--- src/rtl/frame_tag_insert.sv ---
// frame_tag_insert: first-node tag insertion.
// Pops a complete raw frame from a show-ahead staging FIFO when its flow-lookup
// result arrives. On a hit it emits a metadata word, swaps the DMAC for the TSN
// tag, forces EtherType 0x1800 and forwards the frame. On a miss it drains the
// frame without output.
module frame_tag_insert #(
  parameter logic [6:0] USEDW_THRESHOLD = 7'd20
) (
  input  logic         i_clk,
  input  logic         i_rst,
  input  logic         i_fifo_empty,
  output logic         o_fifo_rd,
  input  logic [133:0] iv_fifo_data,
  input  logic [56:0]  iv_tsntag_outport,
  input  logic         i_lookup_match_flag,
  input  logic         i_tsntag_outport_wr,
  input  logic [6:0]   iv_fifo_usedw,
  output logic [133:0] ov_pkt_data,
  output logic         o_pkt_data_wr,
  output logic [15:0]  ov_tag_frm_cnt,
  output logic [15:0]  ov_disc_frm_cnt
);

  typedef enum logic [2:0] {IDLE_S, WAIT_S, HEAD_S, TRANS_S, DISC_S} state_t;

  localparam logic [1:0] FLAG_FIRST = 2'b01;
  localparam logic [1:0] FLAG_LAST  = 2'b10;

  state_t      state;
  logic [56:0] rv_tsntag_outport;
  logic [1:0]  flag;
  logic        space_ok;

  assign flag     = iv_fifo_data[133:132];
  assign space_ok = (iv_fifo_usedw <= USEDW_THRESHOLD);

  // Metadata word: flow type = tag[47:45] (bits 56:54 of the lookup result),
  // followed by the 9-bit outport bitmap.
  function automatic logic [133:0] meta_word(input logic [56:0] r);
    return {6'b01_0000, r[56:54], r[8:0], 116'd0};
  endfunction

  // First frame word with DMAC replaced by the TSN tag and EtherType forced.
  function automatic logic [133:0] head_word(input logic [56:0] r, input logic [133:0] d);
    return {2'b11, d[131:128], r[56:9], d[79:32], 16'h1800, d[15:0]};
  endfunction

  // Frame sequencing FSM; all outputs registered.
  always_ff @(posedge i_clk) begin
    if (i_rst) begin
      state             <= IDLE_S;
      o_fifo_rd         <= 1'b0;
      o_pkt_data_wr     <= 1'b0;
      ov_pkt_data       <= '0;
      rv_tsntag_outport <= '0;
      ov_tag_frm_cnt    <= '0;
      ov_disc_frm_cnt   <= '0;
    end else begin
      o_pkt_data_wr <= 1'b0;
      case (state)
        IDLE_S: begin
          if (i_tsntag_outport_wr) begin
            rv_tsntag_outport <= iv_tsntag_outport;
            // A pulse with nothing staged is a protocol violation: ignore it.
            if (!i_fifo_empty) begin
              if (i_lookup_match_flag) begin
                if (space_ok) begin
                  o_pkt_data_wr <= 1'b1;
                  ov_pkt_data   <= meta_word(iv_tsntag_outport);
                  o_fifo_rd     <= 1'b1;
                  state         <= HEAD_S;
                end else begin
                  state <= WAIT_S;
                end
              end else begin
                o_fifo_rd <= 1'b1;
                state     <= DISC_S;
              end
            end
          end
        end
        WAIT_S: begin
          if (space_ok) begin
            o_pkt_data_wr <= 1'b1;
            ov_pkt_data   <= meta_word(rv_tsntag_outport);
            o_fifo_rd     <= 1'b1;
            state         <= HEAD_S;
          end
        end
        HEAD_S: begin
          if (flag == FLAG_FIRST) begin
            o_pkt_data_wr <= 1'b1;
            ov_pkt_data   <= head_word(rv_tsntag_outport, iv_fifo_data);
            state         <= TRANS_S;
          end else if (flag == FLAG_LAST) begin
            // Malformed one-word frame: it is popped on this edge, so stop here
            // instead of draining into the next frame.
            o_fifo_rd <= 1'b0;
            if (ov_disc_frm_cnt != 16'hFFFF) ov_disc_frm_cnt <= ov_disc_frm_cnt + 16'd1;
            state <= IDLE_S;
          end else begin
            state <= DISC_S;
          end
        end
        TRANS_S: begin
          o_pkt_data_wr <= 1'b1;
          ov_pkt_data   <= iv_fifo_data;
          if (flag == FLAG_LAST) begin
            o_fifo_rd <= 1'b0;
            if (ov_tag_frm_cnt != 16'hFFFF) ov_tag_frm_cnt <= ov_tag_frm_cnt + 16'd1;
            state <= IDLE_S;
          end
        end
        DISC_S: begin
          if (flag == FLAG_LAST) begin
            o_fifo_rd <= 1'b0;
            if (ov_disc_frm_cnt != 16'hFFFF) ov_disc_frm_cnt <= ov_disc_frm_cnt + 16'd1;
            state <= IDLE_S;
          end
        end
        default: begin
          o_fifo_rd <= 1'b0;
          state     <= IDLE_S;
        end
      endcase
    end
  end

endmodule

--- config.mk ---
export PLATFORM = sky130hd
export DESIGN_NAME = frame_tag_insert
export DESIGN_NICKNAME = d
export VERILOG_FILES = /design/src/rtl/frame_tag_insert.sv
export SDC_FILE = /design/constraint.sdc
export NUM_CORES = 1
export LEC_CHECK = 0
export ABC_AREA = 0
export BUFFER_PORTS_ARGS = -buffer_cell sky130_fd_sc_hd__buf_2
export CORE_ASPECT_RATIO = 1.25
export CORE_UTILIZATION = 45
export DETAILED_ROUTE_END_ITERATION = 6
export GPL_TIMING_DRIVEN = 0
export PLACE_DENSITY_LB_ADDON = 0.15
export RECOVER_POWER = 50
export SLEW_MARGIN = 20
export SYNTH_ARGS = -nofsm -noshare
export SYNTH_HDL_FRONTEND = slang
export SYNTH_SLANG_ARGS = --single-unit
--- constraint.sdc ---
create_clock -name i_clk -period 2.4 [get_ports i_clk]
set_clock_uncertainty 0.05 [all_clocks]
set_input_delay 0.48 -clock i_clk [delete_from_list [all_inputs] [get_ports i_clk]]
set_output_delay 0.48 -clock i_clk [all_outputs]
set_load 0.03 [all_outputs]
Yosys cells after proc, flatten, opt, wreduce, memory -nomap -nowiden
Cells that the tools add are included.
- word-level logic and storage cells: 69
- register bits: 228
- input bits: 203
- add/subtract/negate cells: 2
- reductions and logical operators: 10
- order comparisons: 1
- eq/ne operators: 16
- multiplexer cells: 33
- operators by type and width (operator ; count):
    2-to-1 mux 134 bit ; 6
    one-hot mux 134 bit (4 select lines) ; 1
    2-to-1 mux 16 bit ; 3
    adder 16 x 1 -> 16 bit (second input constant) ; 2
    inequality test 16 bit (second input constant) ; 2
    one-hot mux 16 bit (2 select lines) ; 1
    2-to-1 mux 3 bit ; 7
    inequality test 2 bit (second input constant) ; 7
    one-hot mux 3 bit (4 select lines) ; 1
    2-to-1 mux 1 bit ; 11
    one-hot mux 1 bit (4 select lines) ; 2
    <= comparator 7 x 5 -> 1 bit (second input constant) ; 1
    AND reduction 7 bit ; 1
    equality test 3 x 2 -> 1 bit (second input constant) ; 2
    AND reduction 3 bit ; 2
    AND reduction 2 bit ; 2
    AND reduction 4 bit ; 1
    nonzero test 4 bit ; 1
    equality test 3 x 1 -> 1 bit (second input constant) ; 1
    equality test 3 bit (second input constant) ; 1
    zero test 3 bit ; 1
    equality test 2 x 1 -> 1 bit (second input constant) ; 1
    equality test 2 bit (second input constant) ; 1
    2-to-1 mux 2 bit ; 1
    other kinds (3) ; 3

Logic depth before layout (Yosys ltp)
- depth after elaboration: 6
- gate-level depth with buffers: 8

Worst setup path after synthesis
OpenSTA, ideal clock, no wires.
- kind: reg2reg
- start: register ov_disc_frm_cnt[0]
- end: register ov_disc_frm_cnt[6]
- period minus slack after synthesis: 2.328 ns
- required time: 2.229 ns
- library setup time: 0.121 ns
- cell stages (with the launch flop): 7
- setup slack: 0.072 ns
- path buffers: 1
- arrival: 2.157 ns
- cell sequence: dfxtp_1 ha_1 nand4_1 nor4_1 clkbuf_1 nor3_1 mux2_2
- cells in the longest elaborated chain, start to end: 5
- RTL lines (element ; line ; text):
    from (decl) ; 21 ; output logic [15:0] ov_disc_frm_cnt
    from (signal assigned) ; 99 ; if (ov_disc_frm_cnt != 16'hFFFF) ov_disc_frm_cnt <= ov_disc_frm_cnt + 16'd1;
    from (signal assigned) ; 117 ; if (ov_disc_frm_cnt != 16'hFFFF) ov_disc_frm_cnt <= ov_disc_frm_cnt + 16'd1;
    adder 16 x 1 -> 16 bit or inequality test 16 bit (tied branches) ; 99, 117 ;
    2-to-1 mux 16 bit (*) ; 99, 117 ;
    2-to-1 mux 16 bit (*) ; 95 ; end else if (flag == FLAG_LAST) begin
    2-to-1 mux 16 bit ; 91 ; if (flag == FLAG_FIRST) begin
    one-hot mux 16 bit (2 select lines) (*) ; 60 ; case (state)
Mark *: on every way between the ends. The rest lies on a longest branch, timed or not. The select of a mux whose other input is x is not followed.
A chain may end at the register's enable or synchronous reset.

Worst setup path in the final report
- start: register state[0]
- end: register ov_pkt_data[27]
- cells in the longest elaborated chain, start to end: 3
- RTL lines (element ; line ; text):
    from (decl) ; 29 ; state_t state;
    from (signal assigned) ; 51 ; state <= IDLE_S;
    from (signal assigned) ; 71 ; state <= HEAD_S;
    from (signal assigned) ; 73 ; state <= WAIT_S;
    equality test 3 x 2 -> 1 bit, or another cell as far along ; 60 ;
    nonzero test 4 bit (no source line) or inequality test 2 bit (tied branches) ; n/a ;
    AND reduction 7 bit (no source line) ; n/a ;
    to (signal assigned) ; 69 ; ov_pkt_data <= meta_word(iv_tsntag_outport);
    to (signal assigned) ; 85 ; ov_pkt_data <= meta_word(rv_tsntag_outport);
    to (signal assigned) ; 93 ; ov_pkt_data <= head_word(rv_tsntag_outport, iv_fifo_data);
    to (decl) ; 18 ; output logic [133:0] ov_pkt_data,
Several ways; a longest one is shown, not always the timed one.

==> results.json <==
{
  "slew-limit-headroom": 0.513,
  "fin_tns_setup_ps": 0,
  "min_period_ps": 2260,
  "grt_pass1_wl_um": 54200,
  "final_cells": 1897,
  "finalHoldViolCount": 0,
  "syn_area_mm2": 0.0101,
  "cellPowerDensity_mw_per_mm2": 655,
  "dieArea_mm2": 0.0230,
  "cp-start-kind": "register",
  "end_kind": "register",
  "place_hpwl_um": 27300,
  "crit_arrival_ps": 2650,
  "synthTopCellsByCount": "dfxtp_1, a21oi_1, nand2_1, o21ai_0, clkbuf_1",
  "drc_errors": 0,
  "syn_inst": 1199,
  "fin_nets": 1803,
  "cts_tree": "built",
  "antenna_found_initial": 11,
  "fin_util": 0.593,
  "rsz0062_at_grt": "no",
  "synth_edf_count": 0,
  "fin_crit_sh": 0.941,
  "ys.flop_type": "dfxtp_1",
  "holdCritPathClass": "in -> reg",
  "synth.avg_cell_area_um2": 8.42,
  "grt_pass1_vias": 10100,
  "r2r_start": "state[0]",
  "initial_utilization": 0.464,
  "clockBufferDepth": 3,
  "postRouteAntennaNets": 0,
  "seq_power_share": 0.462,
  "synth.largest_area_cell": "dfxtp_1",
  "synth.distinct_cells": 58,
  "cts_root_buf": "clkbuf_16",
  "worst_ep_required_time_ps": 2790,
  "finalWeightedCongestion": 0.861,
  "ios": 371,
  "finalSetupViolCount": 0,
  "avgRoutedWirePerCell_um": 19.1,
  "post_drt_via_cell_ratio": 5.68,
  "p_sw_mw": 2.19,
  "power_frac_comb": 0.117,
  "synth_nets": 1406,
  "row_count": 60,
  "worst_slew_pin_slew_ps": 731,
  "postCtsSetupBuffers": 0,
  "syn_to_final_growth_pct": 27.9,
  "power.clock.fraction": 0.421,
  "synth_warnings": 0,
  "internal-power_mw": 6.28,
  "place_area_mm2": 0.0123,
  "drv_slew": 0,
  "routed_wl_um": 36200,
  "ys_async_sr_fraction": 0,
  "hp-start": "iv_tsntag_outport[15]",
  "cap_violations": 0,
  "dp_cells": 1849,
  "yosysMostFrequentCell": "dfxtp_1",
  "gr-usage-all-layers": 0.300,
  "path_class": "reg -> reg",
  "design_area_mm2": 0.0129,
  "core_mm2": 0.0218,
  "portBuffers": 370,
  "clock_latency_ps": 510,
  "critPathLaunch": "state[0]",
  "status": "complete, no violations",
  "ys_seq_area_frac": 0.452,
  "p_leak_nw": 4.48,
  "ys_ff_latch": 228,
  "drive_gt1_frac": 0.172,
  "path_max_fanout": 10,
  "ys_top_cells_by_area": "dfxtp_1, a21oi_1, o21ai_0",
  "grt_max_degree": 13,
  "cts_buffers": 24,
  "power.total_mw": 8.47,
  "drt_iter0_drc": 436,
  "max_freq_mhz": 443,
  "dieWidth_um": 136,
  "path_clk_slew_ps": 60,
  "h-tree-depth": 1,
  "p_sw_frac": 0.259,
  "vdd_drop_max_v": 0.000532,
  "overflow": 0,
  "clock_sinks": 228,
  "yosysTopAreaCellShare": 0.452,
  "vias": 10800,
  "die_h_um": 169,
  "first_pass_iters": 5
}
worst max-delay path, stage by stage (launching register included):
cell,delay [ps]
dfxtp_1,350
clkbuf_4,220
nor2b_1,90
a221o_1,310
clkbuf_2,220
buf_2,260
or4_1,530
a21oi_1,170
metrics by stage:
step,hold slack (ps),setup slack [ps]
3_3_place_gp,391,-1190
3_5_place_dp,396,-629
4_1_cts,135,39.0
5_1_grt,143,9.95
6_report,154,141
2_1_floorplan,386,71.8
path summary, 6_finish.rpt:
kind | to | slack, ps | cells after the start
min reg2reg | rv_tsntag_outport[51] | 400 | 2
min | rv_tsntag_outport[15] | 150 | 3
max | ov_pkt_data[27] | 140 | 7
max reg2reg | ov_pkt_data[27] | 140 | 7
flip-flops by register name, indices dropped and copies added (netlist names):
signal / count
state: 3
rv_tsntag_outport: 57
ov_disc_frm_cnt: 16
ov_tag_frm_cnt: 16
ov_pkt_data: 134
o_pkt_data_wr: 1
o_fifo_rd: 1
what timing repair did:
action | 4_1_cts | 5_1_grt
pin swaps | 0 | 0
gates resized for setup | 6 | 23
hold buffers | 0 | 0
setup endpoints to repair | 147 | 162
cloned | 0 | 0
power groups by stage:
stage / sequential, mW / clock (mW) / combinational (mW)
after floorplan: 4.01 / 0 / 0.518
after global placement: 3.99 / 0 / 0.967
after detailed placement: 4.00 / 0 / 0.972
after CTS: 3.91 / 3.61 / 0.980
after global routing: 3.92 / 3.78 / 1.08
final: 3.91 / 3.57 / 0.988
final cells by class:
cell class / count / area (um2)
Buffer: 122 / 502
Multi-Input combinational cell: 839 / 5060
Clock buffer: 37 / 731
Antenna cell: 9 / 22.5
Clock inverter: 2 / 10.0
Fill cell: 2138 / 8850
Sequential cell: 228 / 4560
Inverter: 10 / 37.5
Tap cell: 279 / 349
Timing Repair Buffer: 371 / 1650
cells by family after synthesis:
group / count (synthesis) / share of synthesized area
DFF: 228 / 0.452
AOI/OAI and AO/OA: 421 / 0.231
adders and majority gates: 4 / 0.00496
buffers and inverters: 132 / 0.0515
xor gates and xnor gates: 1 / 0.000867
muxes: 52 / 0.0523
and+or+nand+nor: 361 / 0.208
cells in the final DEF (no fill, tap or decap), types with 6 or more instances in the layout:
| cell type | Yosys | final |
|---|---|---|
| nand4_1 | 7 | 7 |
| o21ai_0 | 133 | 133 |
| nor2_1 | 9 | 8 |
| nand4b_1 | 69 | 69 |
| nor3_1 | 7 | 6 |
| inv_1 | 9 | 9 |
| clkbuf_2 | 0 | 11 |
| clkbuf_16 | 0 | 25 |
| a21oi_1 | 210 | 209 |
| nand3_1 | 15 | 15 |
| nand2_1 | 153 | 153 |
| clkbuf_1 | 109 | 273 |
| o22ai_1 | 18 | 18 |
| mux2i_1 | 46 | 46 |
| o31ai_1 | 16 | 16 |
| or4_1 | 54 | 54 |
| diode_2 | 0 | 9 |
| a2bb2oi_1 | 9 | 9 |
| nor2b_1 | 13 | 13 |
| buf_2 | 5 | 207 |
| mux2_2 | 6 | 6 |
| dfxtp_1 | 228 | 228 |
| clkbuf_8 | 0 | 6 |
layer usage:
| metal | wire length (um) | global-route usage | up-vias |
|---|---|---|---|
| met1 | 14200 | 0.346 | 5018 |
| li1 | - | - | 5224 |
| met2 | 17900 | 0.532 | 451 |
| met3 | 3010 | 0.0777 | 72 |
| met5 | 29 | 0 | - |
| met4 | 1030 | 0.103 | 4 |
No activity file was read; power rests on OpenSTA's default activity.
